`src/rtl/sample_tx_pkg.sv`:
```
`default_nettype none
// +--------------------------------------------------------------------------+
// | Module  : sample_tx_p (package)                                          |
// | Purpose : Shared types and helpers for the sample_tx serial transmitter. |
// |           - tx_state_t : transmitter FSM encoding                        |
// |           - frame_bits : bits per serial frame (data + optional parity)  |
// |           - parity     : even parity (XOR) of a zero-extended sample     |
// | Config  : SAMPLE_TX_PARITY_EN adds one parity bit to every frame.        |
// | Revision: 1.0  initial release                                           |
// +--------------------------------------------------------------------------+
package sample_tx_p;

   localparam int c_PARITY_MAX_W = 32;   // widest sample parity() accepts

   typedef enum logic [1:0] {
      IDLE  = 2'd0,
      SHIFT = 2'd1,
      GAP   = 2'd2
   } tx_state_t;

   function automatic int frame_bits(input int width);
`ifdef SAMPLE_TX_PARITY_EN
      return width + 1;
`else
      return width;
`endif
   endfunction

   // Caller zero-extends the sample; the extra zeros do not change the XOR.
   function automatic logic parity(input logic [c_PARITY_MAX_W-1:0] sample);
      return ^sample;
   endfunction

endpackage
`default_nettype wire

```
`src/rtl/sample_fifo.sv`:
```
`default_nettype none
// +--------------------------------------------------------------------------+
// | Module  : sample_fifo                                                    |
// | Purpose : Small synchronous FIFO buffering filter samples ahead of the   |
// |           serializer. Pointers wrap modulo DEPTH (power of 2).           |
// | Ports   : clk   - clock                                                  |
// |           rst   - asynchronous active-low reset (empties the FIFO)       |
// |           push  - write request; refused only when full with no pop     |
// |           din   - write data                                             |
// |           pop   - read request (ignored when empty)                      |
// |           dout  - head of FIFO (valid when not empty)                    |
// |           full  - occupancy == DEPTH                                     |
// |           empty - occupancy == 0                                         |
// |           level - registered occupancy 0..DEPTH                          |
// |           drop  - push refused this cycle                                |
// | Revision: 1.0  initial release                                           |
// +--------------------------------------------------------------------------+
module sample_fifo
   import sample_tx_p::*;
#(
   parameter int WIDTH = 14,
   parameter int DEPTH = 4
)(
   input  logic                         clk,
   input  logic                         rst,
   input  logic                         push,
   input  logic [WIDTH-1:0]             din,
   input  logic                         pop,
   output logic [WIDTH-1:0]             dout,
   output logic                         full,
   output logic                         empty,
   output logic [$clog2(DEPTH+1)-1:0]   level,
   output logic                         drop
);

   localparam int c_PTR_W = $clog2(DEPTH);
   localparam int c_LVL_W = $clog2(DEPTH + 1);

   logic [WIDTH-1:0]   r_mem [DEPTH];
   logic [c_PTR_W-1:0] r_wptr;
   logic [c_PTR_W-1:0] r_rptr;
   logic [c_LVL_W-1:0] r_level;
   logic               w_do_push;
   logic               w_do_pop;

   assign full  = (r_level == c_LVL_W'(DEPTH));
   assign empty = (r_level == '0);
   assign level = r_level;
   assign dout  = r_mem[r_rptr];

   // A pop in the same cycle frees a slot, so a push into a full FIFO
   // still succeeds when the head is leaving.
   assign w_do_pop  = pop & ~empty;
   assign w_do_push = push & (~full | w_do_pop);
   assign drop      = push & full & ~w_do_pop;

   // Storage needs no reset: only entries between the pointers are read.
   always_ff @(posedge clk) begin
      if (w_do_push) begin
         r_mem[r_wptr] <= din;
      end
   end

   always_ff @(posedge clk or negedge rst) begin
      if (!rst) begin
         r_wptr  <= '0;
         r_rptr  <= '0;
         r_level <= '0;
      end else begin
         if (w_do_push) begin
            r_wptr <= r_wptr + c_PTR_W'(1);
         end
         if (w_do_pop) begin
            r_rptr <= r_rptr + c_PTR_W'(1);
         end
         if (w_do_push && !w_do_pop) begin
            r_level <= r_level + c_LVL_W'(1);
         end else if (w_do_pop && !w_do_push) begin
            r_level <= r_level - c_LVL_W'(1);
         end
      end
   end

endmodule
`default_nettype wire

```
`src/rtl/sample_tx.sv`:
```
`default_nettype none
// +--------------------------------------------------------------------------+
// | Module  : sample_tx                                                      |
// | Purpose : Output-side transmitter for the decimating filter. Buffers     |
// |           strobed offset-binary samples in a FIFO and sends each one     |
// |           MSB-first in a cs_n/sclk/sdo frame. The host samples sdo on    |
// |           the rising edge of sclk.                                       |
// | Ports   : clk      - system clock                                        |
// |           rst      - asynchronous active-low reset                       |
// |           in       - sample from the filter output register              |
// |           in_stb   - one-cycle pulse, in holds a new sample              |
// |           in_valid - sample qualifier; invalid strobes are ignored       |
// |           ovf_clr  - clears overflow (a same-cycle set wins)             |
// |           sclk     - serial clock, idles low                             |
// |           sdo      - serial data                                         |
// |           cs_n     - frame select, active low                            |
// |           overflow - sticky, a sample was dropped on a full FIFO         |
// |           level    - registered FIFO occupancy                           |
// | Config  : SAMPLE_TX_PARITY_EN appends an even-parity bit after the LSB.  |
// | Revision: 1.0  initial release                                           |
// +--------------------------------------------------------------------------+
module sample_tx
   import sample_tx_p::*;
#(
   parameter int WIDTH    = 14,
   parameter int DEPTH    = 4,
   parameter int SCLK_DIV = 2,
   parameter int GAP      = 1
)(
   input  logic                         clk,
   input  logic                         rst,
   input  logic [WIDTH-1:0]             in,
   input  logic                         in_stb,
   input  logic                         in_valid,
   input  logic                         ovf_clr,
   output logic                         sclk,
   output logic                         sdo,
   output logic                         cs_n,
   output logic                         overflow,
   output logic [$clog2(DEPTH+1)-1:0]   level
);

   localparam int c_FRAME_BITS = frame_bits(WIDTH);
   localparam int c_BC_W       = $clog2(c_FRAME_BITS);
   localparam int c_GAP_CYC    = GAP * 2 * SCLK_DIV;
   // dc serves both as the sclk half-period divider and the inter-frame
   // gap timer, so it is sized for the longer of the two (the gap).
   localparam int c_DC_W       = (c_GAP_CYC > 1) ? $clog2(c_GAP_CYC) : 1;

   tx_state_t               r_state;
   tx_state_t               w_nxt_state;
   logic [c_FRAME_BITS-1:0] r_sr;
   logic [c_FRAME_BITS-1:0] w_nxt_sr;
   logic [c_BC_W-1:0]       r_bc;
   logic [c_BC_W-1:0]       w_nxt_bc;
   logic [c_DC_W-1:0]       r_dc;
   logic [c_DC_W-1:0]       w_nxt_dc;
   logic                    r_sclk;
   logic                    w_nxt_sclk;
   logic                    r_cs_n;
   logic                    w_nxt_cs_n;
   logic                    r_ovf;

   logic                    w_push;
   logic                    w_pop;
   logic [WIDTH-1:0]        w_dout;
   logic                    w_empty;
   logic                    w_unused_full;
   logic                    w_drop;
   logic [c_FRAME_BITS-1:0] w_load;

   assign w_push = in_stb & in_valid;

   sample_fifo #(
      .WIDTH (WIDTH),
      .DEPTH (DEPTH)
   ) u_fifo (
      .clk   (clk),
      .rst   (rst),
      .push  (w_push),
      .din   (in),
      .pop   (w_pop),
      .dout  (w_dout),
      .full  (w_unused_full),
      .empty (w_empty),
      .level (level),
      .drop  (w_drop)
   );

   // Frame contents: the sample, optionally followed by its parity bit.
`ifdef SAMPLE_TX_PARITY_EN
   logic [c_PARITY_MAX_W-1:0] w_dout_ext;

   always_comb begin
      w_dout_ext              = '0;
      w_dout_ext[WIDTH-1:0]   = w_dout;
   end

   assign w_load = {w_dout, parity(w_dout_ext)};
`else
   assign w_load = w_dout;
`endif

   // sdo is the shift-register MSB. The final shift of a frame leaves sr
   // all-zero, which gives sdo=0 in GAP/IDLE without a separate register.
   assign sdo      = r_sr[c_FRAME_BITS-1];
   assign sclk     = r_sclk;
   assign cs_n     = r_cs_n;
   assign overflow = r_ovf;

   always_comb begin
      w_nxt_state = r_state;
      w_nxt_sr    = r_sr;
      w_nxt_bc    = r_bc;
      w_nxt_dc    = r_dc;
      w_nxt_sclk  = r_sclk;
      w_nxt_cs_n  = r_cs_n;
      w_pop       = 1'b0;

      unique case (r_state)
         IDLE: begin
            // Registered occupancy: a push into an empty FIFO is seen
            // one cycle later.
            if (!w_empty) begin
               w_pop       = 1'b1;
               w_nxt_sr    = w_load;
               w_nxt_bc    = '0;
               w_nxt_dc    = '0;
               w_nxt_sclk  = 1'b0;
               w_nxt_cs_n  = 1'b0;
               w_nxt_state = SHIFT;
            end
         end

         SHIFT: begin
            if (r_dc == c_DC_W'(SCLK_DIV - 1)) begin
               w_nxt_dc = '0;
               if (!r_sclk) begin
                  w_nxt_sclk = 1'b1;
               end else begin
                  // Falling edge: advance to the next bit.
                  w_nxt_sclk = 1'b0;
                  w_nxt_sr   = {r_sr[c_FRAME_BITS-2:0], 1'b0};
                  if (r_bc == c_BC_W'(c_FRAME_BITS - 1)) begin
                     w_nxt_cs_n  = 1'b1;
                     // The parameter GAP shadows the enum literal here.
                     w_nxt_state = sample_tx_p::GAP;
                  end else begin
                     w_nxt_bc = r_bc + c_BC_W'(1);
                  end
               end
            end else begin
               w_nxt_dc = r_dc + c_DC_W'(1);
            end
         end

         sample_tx_p::GAP: begin
            if (r_dc == c_DC_W'(c_GAP_CYC - 1)) begin
               w_nxt_dc    = '0;
               w_nxt_state = IDLE;
            end else begin
               w_nxt_dc = r_dc + c_DC_W'(1);
            end
         end

         default: begin
            w_nxt_state = IDLE;
            w_nxt_sr    = '0;
            w_nxt_sclk  = 1'b0;
            w_nxt_cs_n  = 1'b1;
         end
      endcase
   end

   always_ff @(posedge clk or negedge rst) begin
      if (!rst) begin
         r_state <= IDLE;
         r_sr    <= '0;
         r_bc    <= '0;
         r_dc    <= '0;
         r_sclk  <= 1'b0;
         r_cs_n  <= 1'b1;
      end else begin
         r_state <= w_nxt_state;
         r_sr    <= w_nxt_sr;
         r_bc    <= w_nxt_bc;
         r_dc    <= w_nxt_dc;
         r_sclk  <= w_nxt_sclk;
         r_cs_n  <= w_nxt_cs_n;
      end
   end

   // Sticky overflow; a drop in the same cycle as ovf_clr keeps it set.
   always_ff @(posedge clk or negedge rst) begin
      if (!rst) begin
         r_ovf <= 1'b0;
      end else if (w_drop) begin
         r_ovf <= 1'b1;
      end else if (ovf_clr) begin
         r_ovf <= 1'b0;
      end
   end

endmodule
`default_nettype wire

```
`config.mk`:
```
export PLATFORM = sky130hd
export DESIGN_NAME = sample_tx
export DESIGN_NICKNAME = d
export VERILOG_FILES = /design/src/rtl/sample_tx_pkg.sv /design/src/rtl/sample_fifo.sv /design/src/rtl/sample_tx.sv
export SDC_FILE = /design/constraint.sdc
export NUM_CORES = 1
export LEC_CHECK = 0
export ABC_AREA = 1
export CAP_MARGIN = 20
export CORE_AREA = 2 2 128 80
export CTS_CLUSTER_SIZE = 14
export DETAILED_ROUTE_END_ITERATION = 6
export DIE_AREA = 0 0 130 82
export HOLD_SLACK_MARGIN = 0.1
export PLACE_DENSITY = 0.74
export SYNTH_ARGS = -nofsm -noshare
export SYNTH_HDL_FRONTEND = slang
export SYNTH_SLANG_ARGS = --single-unit
```
`constraint.sdc`:
```
create_clock -name clk -period 3.1 [get_ports clk]
set_clock_uncertainty 0.15 [all_clocks]
set_input_delay 0.62 -clock clk [delete_from_list [all_inputs] [get_ports clk]]
set_output_delay 0.62 -clock clk [all_outputs]
set_load 0.02 [all_outputs]
```
==> run summary <==
For this run, the post-layout net count is 507. By area the synthesized netlist is led by edfxtp_1 (40%), dfrtp_1 (19%), nand2_1 (15%). Layout-stage area growth over the synthesis result: 16.09%. The cell count after synthesis came out at 443.

After detailed routing, the number of remaining DRC violations is 0. The number of failing setup endpoints in the final timing report is 0, and the clock latency on the worst-skew pair is 0.34 ns. The final critical-path share of the clock period is 0.8088, and the power density over the cells is 589.2 mW/mm2. For the buffer levels on the longest clock path, the log shows 2.

The tools report the synthesis warning total as 0. The maximum fanout along the worst path is 6, and the post-route minimum period is 2.507 ns. Once the clock tree was built, the setup fixing pass inserted 0 buffers. VDD sags by at most 0.3620 mV. At the placement stage, the worst setup path has a slack of 0.3376 ns. For the TritonCTS sink count, the log shows 88. The run finished with clean final reports.

The via count of the first global-routing pass came out at 2744. The core area was 0.009564 mm2; the die boundary height was 82 um. Data on the critical path arrives at its endpoint at 2.57 ns. The floorplan step defined a die boundary enclosing 0.01066 mm2. The top cell type's share of synthesized area was 0.4035. The total global-route track usage is 0.1693. The tool flagged a number of max-cap violations equal to 0. 26 I/O pins were placed.

The highest attainable clock frequency is 0.3988 GHz, and the clock power share is 0.369. The number of buffers inserted for hold repair after clock tree synthesis is 0, and the placer's final routability congestion estimate is 0.7919. The setup slack of the critical path after layout is 0.5928 ns. Counting both buffers and inverters, the worst setup path holds a total of 4. Number of DRC violations after detailed-routing iteration 0: 232. The total wirelength of the detailed-routed design was 8040 um. The signal on the critical path passes through inv_1 -> ha_1 -> inv_1 -> nand3_1 -> nand2_1 -> inv_1 -> ha_1 -> inv_1 -> fa_1 -> a21oi_1 -> o21ai_0 -> xor2_1. In this run the core area contains 28 standard-cell rows.

The run gives 4 as the length of the first detailed-routing pass in iterations. The logs give 0.5959 for the sequential area share after synthesis and 2.295 nW for the leakage power figure. STA classifies the critical path startpoint as a flip-flop.

The largest area contributor in the netlist was edfxtp_1. Total negative slack: 0 ns. Counting stages on the worst path, the most repeated cell is inv_1. The relative slew slack is 0.6522. Synthesis produced a netlist with a net count of 477.

For the overall overflow remaining after global route, the log shows 0. The worst hold path belongs to the class flip-flop to flip-flop. The run gives 0.502 as the relative contribution of sequential cells to total power. The CTS H-tree depth was 3. On the critical path the largest part of the delay comes from adder cells. The remaining antenna violation count after routing is 0, and the maximum cell stage delay along the critical path is 0.39 ns. The internal portion of the total power is 2.134 mW. The total of buffers placed on input and output ports was 25. In this run the horizontal extent of the chip is 130 um.

TritonCTS built the clock tree. Switching power share of the total: 0.2515. The tools report the number of antenna violations at the first check in global routing as 0. The max-slew violation count is 0. The number of gates resized after CTS was 0. The analysis attributes to net switching a power of 0.7169 mW. The fraction of layout cells with a size suffix above 1 was 0.06904.

Kind of critical path: flip-flop to flip-flop. The final number of hold-violating endpoints came out at 0. The slowest stage of the critical path belongs to the cell dfrtp_1. The first global-routing pass estimated 13410 um of wire. The worst-margin pin slew is 0.5209 ns, and the post-detailed-placement half-perimeter wirelength is 5284 um. The tools report the post-synthesis instance area as 0.004168 mm2.

After clock tree synthesis, the clock-pin slew on the worst setup and hold paths is 0.06 ns. Entering global routing, the biggest net connects 33 pins. Buffers inserted during clock tree synthesis total 9. In the final routed layout, each cell accounts on average for 13.12 um.

The worst setup path is captured at a flip-flop. The tools report the number of antenna diodes as 0. The combinational share of power is 0.130, and the synthesized area per cell is 9.408 um2. Setup repair after global routing left no endpoint under its margin.

Summing over every cut layer, the via total after detailed routing is 2826. For the worst setup path, the data required time is 3.17 ns. The number of different library cells used by synthesis comes to 31. Dividing the detail-routed via count by the number of cells gives 4.610. The clock root buffer is clkbuf_16.

The initial core utilization was 0.4358. The register bit count reported by yosys was 88.
synth_stat cells, drive strengths merged:
| cell type | number |
|---|---|
| o21ai | 10 |
| or2 | 1 |
| buf | 13 |
| dfstp | 1 |
| xor2 | 3 |
| inv | 77 |
| clkbuf | 2 |
| nand3 | 33 |
| o21a | 1 |
| dfrtp | 31 |
| ha | 14 |
| mux2 | 1 |
| nor2 | 13 |
| a21oi | 6 |
| fa | 1 |
| nand2 | 173 |
| nand4 | 2 |
| xnor2 | 2 |
| edfxtp | 56 |
| o22ai | 3 |
registers in the layout, summed over array words and instances, names as in the netlist, 2 cells and up:
signal / count
u_fifo.r_mem: 56
r_sr: 14
r_bc: 4
u_fifo.level: 3
r_dc: 2
r_state: 2
u_fifo.r_rptr: 2
u_fifo.r_wptr: 2
cells by family after synthesis:
group	Yosys count	share of synthesized area
buf+inv	92	0.09487
flops	88	0.5959
fa+ha+maj	15	0.04683
mux	1	0.002702
xor+xnor	5	0.01051
simple gates	222	0.2228
compound gates	20	0.02642
layout by cell type (no fill, tap or decap), types with 5 or more instances in the layout:
master and instances:
a21oi_1 5, buf_4 9, clkbuf_16 9, clkdlybuf4s50_1 25
dfrtp_1 31, edfxtp_1 56, ha_1 14, inv_1 75
nand2_1 171, nand3_1 32, nor2_1 11, o21ai_0 9
tightest hold or removal path: stages, from the launching register on:
cell and delay, ns:
dfstp_2 0.37, nand2_1 0.05, nand2_1 0.04
worst paths after layout:
| path | from | to | slack (ns) | cells after the start |
|---|---|---|---|---|
| worst max register to register | r_state[0] | u_fifo.level[2] | 0.59 | 12 |
| worst min register to register | cs_n | cs_n | 0.31 | 2 |
| worst min-delay path | cs_n | cs_n | 0.31 | 2 |
| min in group asynchronous | rst | r_sr[7] | 0.54 | 2 |
| max in group asynchronous | rst | cs_n | 1.92 | 2 |
| worst max-delay path | r_state[0] | u_fifo.level[2] | 0.59 | 12 |
metal layers:
layer,vias to the layer above,GRT usage,wire (um)
li1,1432,-,-
met1,1312,0.2279,3903
met2,71,0.2607,3475
met3,11,0.06515,573
met4,0,0.03978,87
met5,-,0,0
stage by stage:
| stage | hold WS, ns | std cells | total power, mW | area, um2 | util |
|---|---|---|---|---|---|
| CTS | 0.3185 | 613 | 2.882 | 4838 | 0.5059 |
| finish | 0.3132 | 613 | 2.851 | 4838 | 0.5059 |
| global placement | 0.3052 | 597 | 1.803 | 4551 | 0.4758 |
| detailed placement | 0.3107 | 597 | 1.824 | 4551 | 0.4758 |
| global route | 0.3388 | 613 | 2.977 | 4838 | 0.5059 |
| floorplan | 0.1744 | 443 | 1.658 | 4168 | - |
layout make-up:
cell class,count,area (um2)
Clock inverter,7,62.56
Tap cell,135,168.9
Multi-Input combinational cell,263,1289
Clock buffer,9,225.2
Sequential cell,88,2484
Fill cell,861,4726
Timing Repair Buffer,34,317.8
Inverter,77,291.5
power groups by stage:
stage	Clock [mW]	Combinational [mW]	Sequential, mW
finish	1.05	0.370	1.43
global route	1.12	0.418	1.44
CTS	1.07	0.377	1.43
detailed placement	0	0.371	1.45
global placement	0	0.359	1.44
floorplan	0	0.187	1.47
Power figures use the tool's default switching activity.
